==> config.mk <==
export PLATFORM = sky130hd
export DESIGN_NAME = burst_arb
export DESIGN_NICKNAME = d
export VERILOG_FILES = /design/src/rtl/burst_arb_pkg.sv /design/src/rtl/rr_pick.sv /design/src/rtl/burst_arb.sv
export SDC_FILE = /design/constraint.sdc
export NUM_CORES = 1
export LEC_CHECK = 0
export BUFFER_PORTS_ARGS = -buffer_cell sky130_fd_sc_hd__buf_2
export CORE_MARGIN = 1.5
export CORE_UTILIZATION = 30
export DETAILED_ROUTE_END_ITERATION = 16
export HOLD_SLACK_MARGIN = 0.02
export PLACE_DENSITY_LB_ADDON = 0.25
export SLEW_MARGIN = 0
export SYNTH_ARGS = -nofsm -noshare
export SYNTH_HDL_FRONTEND = slang
export SYNTH_SLANG_ARGS = --single-unit
==> constraint.sdc <==
create_clock -name clk -period 2.1 [get_ports clk]
set_clock_uncertainty 0.2 [all_clocks]
set_input_delay 0.525 -clock clk [delete_from_list [all_inputs] [get_ports clk]]
set_output_delay 0.525 -clock clk [all_outputs]
set_load 0.005 [all_outputs]
==> src/rtl/burst_arb_pkg.sv <==
// burst_arb_pkg: shared state encoding and default watchdog limit for the burst arbiter
package burst_arb_pkg;
  typedef enum logic [1:0] {
    IDLE     = 2'd0,
    GRANT    = 2'd1,
    WAIT_ACK = 2'd2,
    RELEASE  = 2'd3
  } state_t;
  localparam int TMO_DEF = 200;
endpackage

==> src/rtl/rr_pick.sv <==
// rr_pick: combinational round-robin picker, first set request at or after i_ptr with wrap
// Ports: i_req  request vector
//        i_ptr  index where the search starts
//        o_gnt  one-hot winner (zero when no request)
//        o_idx  index of the winner
module rr_pick #(
  parameter int NREQ = 4,
  parameter int IW   = $clog2(NREQ)
) (
  input  logic [NREQ-1:0] i_req,
  input  logic [IW-1:0]   i_ptr,
  output logic [NREQ-1:0] o_gnt,
  output logic [IW-1:0]   o_idx
);
  logic [IW:0] w_s;
  // Walk offsets from farthest to nearest so the nearest set bit is written last and wins.
  always_comb begin
    w_s   = '0;
    o_idx = '0;
    for (int k = NREQ - 1; k >= 0; k--) begin
      w_s = {1'b0, i_ptr} + (IW + 1)'(k);
      w_s = (w_s >= (IW + 1)'(NREQ)) ? w_s - (IW + 1)'(NREQ) : w_s;
      o_idx = i_req[w_s[IW-1:0]] ? w_s[IW-1:0] : o_idx;
    end
    o_gnt = |i_req ? NREQ'(1) << o_idx : '0;
  end
endmodule

==> src/rtl/burst_arb.sv <==
// burst_arb: round-robin arbiter sequencing one burst-write engine over a four-phase req/ack handshake
// Ports: clk      system clock
//        rst      synchronous reset, active low
//        req      per-requester level request, held until its done pulse
//        eng_ack  engine ready level (already synchronous)
//        eng_req  request level to the engine
//        gnt      one-hot grant, held until release completes
//        done     one-cycle pulse on the granted bit at burst completion
//        tmo_err  one-cycle pulse when the watchdog aborts
//        busy     high while the sequencer is not idle
module burst_arb
  import burst_arb_pkg::*;
#(
  parameter int NREQ  = 4,
  parameter int TMO_W = 8,
  parameter int TMO   = TMO_DEF
) (
  input  logic            clk,
  input  logic            rst,
  input  logic [NREQ-1:0] req,
  input  logic            eng_ack,
  output logic            eng_req,
  output logic [NREQ-1:0] gnt,
  output logic [NREQ-1:0] done,
  output logic            tmo_err,
  output logic            busy
);
  localparam int IW = $clog2(NREQ);
  state_t          r_state, w_next;
  logic [NREQ-1:0] r_gnt, r_done, w_gnt, w_done, w_pick_gnt;
  logic [IW-1:0]   r_ptr, r_idx, w_ptr, w_idx, w_pick_idx;
  logic [TMO_W-1:0] r_wd, w_wd;
  logic            r_eng_req, r_tmo, r_busy, w_eng_req, w_abort, w_fin, w_end;

  assign eng_req = r_eng_req;
  assign gnt     = r_gnt;
  assign done    = r_done;
  assign tmo_err = r_tmo;
  assign busy    = r_busy;

  rr_pick #(.NREQ(NREQ), .IW(IW)) u_pick (
    .i_req (req),
    .i_ptr (r_ptr),
    .o_gnt (w_pick_gnt),
    .o_idx (w_pick_idx)
  );

  always_ff @(posedge clk) begin
    if (!rst) begin
      r_state   <= IDLE;
      r_gnt     <= '0;
      r_done    <= '0;
      r_ptr     <= '0;
      r_idx     <= '0;
      r_wd      <= '0;
      r_eng_req <= 1'b0;
      r_tmo     <= 1'b0;
      r_busy    <= 1'b0;
    end else begin
      r_state   <= w_next;
      r_gnt     <= w_gnt;
      r_done    <= w_done;
      r_ptr     <= w_ptr;
      r_idx     <= w_idx;
      r_wd      <= w_wd;
      r_eng_req <= w_eng_req;
      r_tmo     <= w_abort;
      r_busy    <= w_next != IDLE;
    end
  end

  // Watchdog abort overrides any handshake progress in the same cycle.
  always_comb begin
    w_abort = (r_state == WAIT_ACK || r_state == RELEASE) && r_wd == TMO_W'(TMO - 1);
    w_next  = r_state;
    case (r_state)
      IDLE:     w_next = |req ? GRANT : IDLE;
      GRANT:    w_next = WAIT_ACK;
      WAIT_ACK: w_next = eng_ack ? RELEASE : WAIT_ACK;
      RELEASE:  w_next = eng_ack ? RELEASE : IDLE;
      default:  w_next = IDLE;
    endcase
    w_next = w_abort ? IDLE : w_next;
  end

  always_comb begin
    w_fin     = r_state == RELEASE && !eng_ack && !w_abort;
    w_end     = w_fin || w_abort;
    w_gnt     = (r_state == IDLE) ? w_pick_gnt : w_end ? '0 : r_gnt;
    w_idx     = (r_state == IDLE) ? w_pick_idx : r_idx;
    w_eng_req = w_next == WAIT_ACK;
    w_done    = w_fin ? r_gnt : '0;
    w_ptr     = w_end ? ((r_idx == IW'(NREQ - 1)) ? '0 : r_idx + 1'b1) : r_ptr;
    // Counter restarts on every state change and saturates instead of wrapping.
    w_wd      = (w_next != r_state) ? '0 :
                ((r_state == WAIT_ACK || r_state == RELEASE) && r_wd != '1) ? r_wd + 1'b1 : r_wd;
  end
endmodule

Word-level counts from Yosys, hierarchy flattened --
Cells that the tools add are included.
Storage, ports and cells: flip-flop bits (word level) 25
Operators by class: add/subtract/negate cells 9, order comparisons 8, eq/ne operators 8, shift operators 1, multiplexer cells 25, bitwise operators 1, reductions and logical operators 14
Operators with widths (count):
- two-way mux 2 bit | 11
- < comparator 2 x 3 -> 1 bit, second input constant | 4
- two-way mux 4 bit | 3
- >= comparator 3 bit, second input constant | 3
- adder 8 x 1 -> 8 bit, second input constant | 1
- binary-select mux 1 bit (select 2 bit) | 4
- == test 2 bit, second input constant | 4
- == test 8 bit, second input constant | 1
- != test 8 bit, second input constant | 1
- one-hot mux 2 bit (4 select lines) | 1
- subtractor 2 x 1 -> 2 bit, second input constant | 4
- adder 2 x 2 -> 3 bit, second input constant | 2
- two-way mux 1 bit | 6
- logical AND 1 bit | 4
- nonzero test 2 bit | 2
- OR reduction 4 bit | 1
- left shift 1 x 2 -> 4 bit, first input constant | 1
- adder 2 x 1 -> 3 bit, second input constant | 1
- >= comparator 2 x 3 -> 1 bit, second input constant | 1
- adder 2 x 1 -> 2 bit, second input constant | 1
- == test 2 x 1 -> 1 bit, second input constant | 1
- zero test 1 bit | 2
- zero test 2 bit | 1
- logical OR 1 bit | 2
- 4 further kinds | 4

Depth between registers and ports, before layout --
word-level depth 12, gate-level depth with buffers 7, gate-level depth less buffers 5

By module --
From an unflattened synthesis, not the netlist that was laid out.
Unflattened totals: cells, all modules 155, area total of the unflattened synthesis 1440.1 µm²
Modules (own cells, without submodules):
- burst_arb | instances 1, cells an instance 124, area an instance 1236.2 µm², seq. area each 500.5 µm²
- rr_pick | instances 1, cells an instance 31, area an instance 203.9 µm², seq. area each 0.0 µm²

Worst setup path before layout --
OpenSTA, ideal clock, no wires.
kind flip-flop to flip-flop, start point reg r_wd[0], end point reg r_gnt[0], in the netlist gnt[0], data arrival time 1.454 ns, setup slack 0.328 ns, stages on the path, launching flop included 8, path through dfxtp_1 ha_1 and4_1 buf_2 a21oi_2 and3_4 buf_6 a32o_1
Between the ends: longest elaborated chain between the ends 6
Ends and longest elaborated chain:
- from (decl) | RTL line burst_arb.sv:32 | logic [TMO_W-1:0] r_wd, w_wd;
- from (signal assigned) | RTL line burst_arb.sv:65 | r_wd <= w_wd;
- == test 8 bit * | RTL line burst_arb.sv:74 | w_abort = (r_state == WAIT_ACK || r_state == RELEASE) && r_wd == TMO_W'(TMO - 1);
- logical AND 1 bit * | RTL line burst_arb.sv:74
- zero test 1 bit | RTL line burst_arb.sv:87 | w_fin = r_state == RELEASE && !eng_ack && !w_abort;
- logical AND 1 bit | RTL line burst_arb.sv:87
- logical OR 1 bit * | RTL line burst_arb.sv:88 | w_end = w_fin || w_abort;
- nonzero test 2 bit (no source line) *
- to (signal assigned) | RTL line burst_arb.sv:61 | r_gnt <= w_gnt;
- to (decl) | RTL line burst_arb.sv:30 | logic [NREQ-1:0] r_gnt, r_done, w_gnt, w_done, w_pick_gnt;
Mark *: on every way between the ends. The rest lies on a longest branch, timed or not. A chain may end at the register's enable or synchronous reset.

Worst setup path after layout --
start point reg r_wd[0], end point reg r_wd[2]
Between the ends: longest elaborated chain between the ends 5, elaborated cells between the ends (all ways) 8, those cells by class add/sub: 1; eq/ne: 3; mux: 1; reduce/logical: 3
Ends and longest elaborated chain:
- == test 8 bit | RTL line burst_arb.sv:74
- logical AND 1 bit | RTL line burst_arb.sv:74
- two-way mux 2 bit | RTL line burst_arb.sv:83 | w_next = w_abort ? IDLE : w_next;
- != test 2 bit | RTL line burst_arb.sv:95 | w_wd = (w_next != r_state) ? '0 :
- OR reduction 2 bit (no source line)
Parallel ways exist; a longest one is shown, timed or not.

==> results.sh <==
export IMPL_synth_avg_cell_area_um2=9.46
export IMPL_final_hold_viol_count=0
export IMPL_synthAdderAreaFrac_pct=2.21
export IMPL_design_power_total_mw=0.914
export IMPL_cp_start_kind="flop"
export IMPL_cp_end_kind="flop"
export IMPL_post_cts_buffers=0
export IMPL_mostFrequentLayoutCells="dfxtp_1, buf_2, nor2_1, nand2_1"
export IMPL_r2r_start="r_wd[0]$_SDFFE_PP0P_"
export IMPL_dp_hpwl_mm=1.69
export IMPL_clk_path_buf_depth=2
export IMPL_grt_pass1_vias=866
export IMPL_ff2ff_path_depth=5
export IMPL_slew_headroom_pct=66.7
export IMPL_grt_total_usage_pct=12.2
export IMPL_wl_per_cell_um=12.1
export IMPL_design_die_area_um2=4160
export IMPL_fin_crit_sh_pct=90.6
export IMPL_start_util_pct=31.2
export IMPL_syn_inst=120
export IMPL_vias=935
export IMPL_cts_htree_levels=1
export IMPL_final_common_cell="dfxtp_1"
export IMPL_port_buffers=17
export IMPL_ir_drop_mv=0.461
export IMPL_firstDrtPassIters=4
export IMPL_slew_violations=0
export IMPL_cp_arrival_ps=1890
export IMPL_placementRows=22
export IMPL_holdPathStages=2
export IMPL_cap_violations=0
export IMPL_wl_mm=2.24
export IMPL_syn_nets=129
export IMPL_ctsResizeCount=0
export IMPL_place_gp_congestion=0.738
export IMPL_p_leak_nw=0.518
export IMPL_coreArea_um2=3630
export IMPL_yosys_area_share_simple_pct=25.4
export IMPL_drt_initial_drc_count=50
export IMPL_synth_compound_area_share_pct=20.3
export IMPL_path_max_fanout=8
export IMPL_area_delta_synth_final_pct=14.9
export IMPL_clock_sinks=25
export IMPL_worstHoldStart="r_idx[1]$_SDFFE_PN0P_"
export IMPL_rsz0062_at_grt="false"
export IMPL_rr_endpoint="r_wd[2]$_SDFFE_PP0P_"
export IMPL_cts_tree="built"
export IMPL_ff_latch_area_um2=500
export IMPL_pre_cts_ws_ps=113
export IMPL_max_slew_worst_pin_slew_ps=497
export IMPL_crit_type="flop to flop"
export IMPL_synthMuxAreaShare_pct=2.65
export IMPL_fp_dieH_um=64.5
export IMPL_status="complete, no violations"
export IMPL_syn_area_um2=1130
export IMPL_detail_route_antenna_nets=0
export IMPL_reg2reg_slack_ps=200
export IMPL_grt_max_degree=14
export IMPL_grt_ovfl_total=0
export IMPL_hold_end="r_idx[1]$_SDFFE_PN0P_"
export IMPL_synth_top_family_by_area="simple AND/OR/NAND/NOR gates"
export IMPL_yosys_warnings=0
export IMPL_cts_root_buf="clkbuf_8"
export IMPL_dieWidth_um=64.5
export IMPL_ys_seq_area_share_pct=44.1
export IMPL_drive_gt1_share_pct=20.3
export IMPL_power_density_nw_per_um2=701
export IMPL_worst_ep_required_time_ps=2090
export IMPL_clkSlewWorstSetupHoldPaths_ps=80
export IMPL_grt_pass1_wl_mm=3.99
export IMPL_numCtsBuffers=3
export IMPL_fmax_mhz=526
export IMPL_antenna_found_initial=0
export IMPL_drc=0
export IMPL_antenna_cells=0
export IMPL_ioPinCount=18
export IMPL_setup_slack_ps=198
export IMPL_synthXorXnorAreaFrac_pct=1.54
export IMPL_holdCritPathClass="flop to flop"
export IMPL_setup_violations=0
export IMPL_clock_latency_ps=260
export IMPL_fillerInstances=378
export IMPL_finalSetupTns_ps=0
export IMPL_yosys_cell_types_count=38
export IMPL_crit_start="r_wd[0]$_SDFFE_PP0P_"
export IMPL_routed_via_density=5.03
export IMPL_synth_seq_cells=25
export IMPL_hold_ws_ps=263
export IMPL_multi_input_area_um2=591
export IMPL_min_period_ps=1900
export IMPL_num_nets_final=148
export IMPL_ctsHoldBuffers=0
-- power by group --
group	internal, mW	total (mW)	switching [mW]	leakage (nW)
Combinational	0.0576	0.131	0.0730	0.292
Clock	0.135	0.275	0.140	0.0228
Sequential	0.495	0.508	0.0133	0.203
Total	0.688	0.914	0.226	0.518
-- routing by layer --
metal | track usage (%) | vias to the layer above | routed length, um
met5 | 0 | - | 0
met4 | 4.79 | 0 | 29
met3 | 3.13 | 2 | 88
met2 | 18.0 | 21 | 928
met1 | 16.9 | 429 | 1200
li1 | - | 483 | -
-- cells in the mapped netlist --
master | number | area share (%)
dfxtp_1 | 25 | 44
nor2_1 | 13 | 4.3
nand2_1 | 8 | 2.6
a21oi_1 | 5 | 2.2
and2_1 | 5 | 2.8
a211oi_1 | 4 | 2.6
a32o_1 | 4 | 3.5
nor3_1 | 4 | 1.8
a21boi_0 | 3 | 2.0
mux2i_1 | 3 | 2.6
nand2b_1 | 3 | 1.7
nand3_1 | 3 | 1.3
nand4_1 | 3 | 1.7
o21ai_0 | 3 | 1.3
and3_1 | 2 | 1.1
and4_1 | 2 | 1.5
buf_2 | 2 | 0.88
buf_6 | 2 | 2.0
ha_1 | 2 | 2.2
inv_1 | 2 | 0.66
nor2b_1 | 2 | 1.1
o22a_1 | 2 | 1.5
o22ai_1 | 2 | 1.1
xor2_1 | 2 | 1.5
a21boi_2 | 1 | 0.99
a21o_1 | 1 | 0.66
a21oi_2 | 1 | 0.77
a311oi_1 | 1 | 0.77
a31oi_1 | 1 | 0.55
and3_4 | 1 | 0.99
clkbuf_1 | 1 | 0.33
nand3b_1 | 1 | 0.66
nor3b_1 | 1 | 0.66
nor4b_4 | 1 | 2.1
o221ai_1 | 1 | 0.77
o41ai_2 | 1 | 1.4
or2_2 | 1 | 0.55
or3_1 | 1 | 0.55
-- cell type report --
cell class                      instances  share of cell area [%]
Multi-Input combinational cell         88                    45.3
Sequential cell                        25                    38.4
Timing Repair Buffer                   19                    7.68
Tap cell                               48                    4.61
Clock buffer                            4                    3.45
Inverter                                2                   0.576
-- how the worst max path moves through the flow --
stage                                 endpoint  depth (start not counted)
after floorplan            gnt[0]$_SDFFE_PN0P_                          7
after global placement    r_wd[4]$_SDFFE_PP0P_                          4
after detailed placement  r_wd[6]$_SDFFE_PP0P_                          4
after CTS                 r_wd[2]$_SDFFE_PP0P_                          5
after global routing      r_wd[6]$_SDFFE_PP0P_                          5
final                     r_wd[2]$_SDFFE_PP0P_                          5
-- metrics by stage --
stage / area, um2 / util, % / instances
floorplan: 1130 / - / 120
global placement: 1260 / 34.6 / 182
detailed placement: 1260 / 34.6 / 182
CTS: 1300 / 35.9 / 186
global route: 1300 / 35.9 / 186
finish: 1300 / 35.9 / 186
-- worst max-delay path, stage by stage, from the launching register on --
cell and delay [ps]:
dfxtp_1 340, ha_1 220, and4_1 280, a21oi_2 230, nand3_1 290, nor3b_1 260
-- registers in the layout, summed over array words and instances (netlist names), 2 cells and up --
signal and cells:
r_wd 8, done 4, gnt 4, r_idx 2, r_ptr 2, r_state 2
-- kinds of logic (layout without fill, tap and decap cells) --
| kind of cell | after synthesis | after routing |
|---|---|---|
| AO/OA/AOI/OAI | 30 | 30 |
| XOR/XNOR | 2 | 2 |
| adder cells (fa/ha/maj) | 2 | 2 |
| buffers and inverters | 7 | 25 |
| flip-flops | 25 | 25 |
| multiplexers | 3 | 3 |
| AND/OR/NAND/NOR | 51 | 51 |
Power figures use the tool's default switching activity.
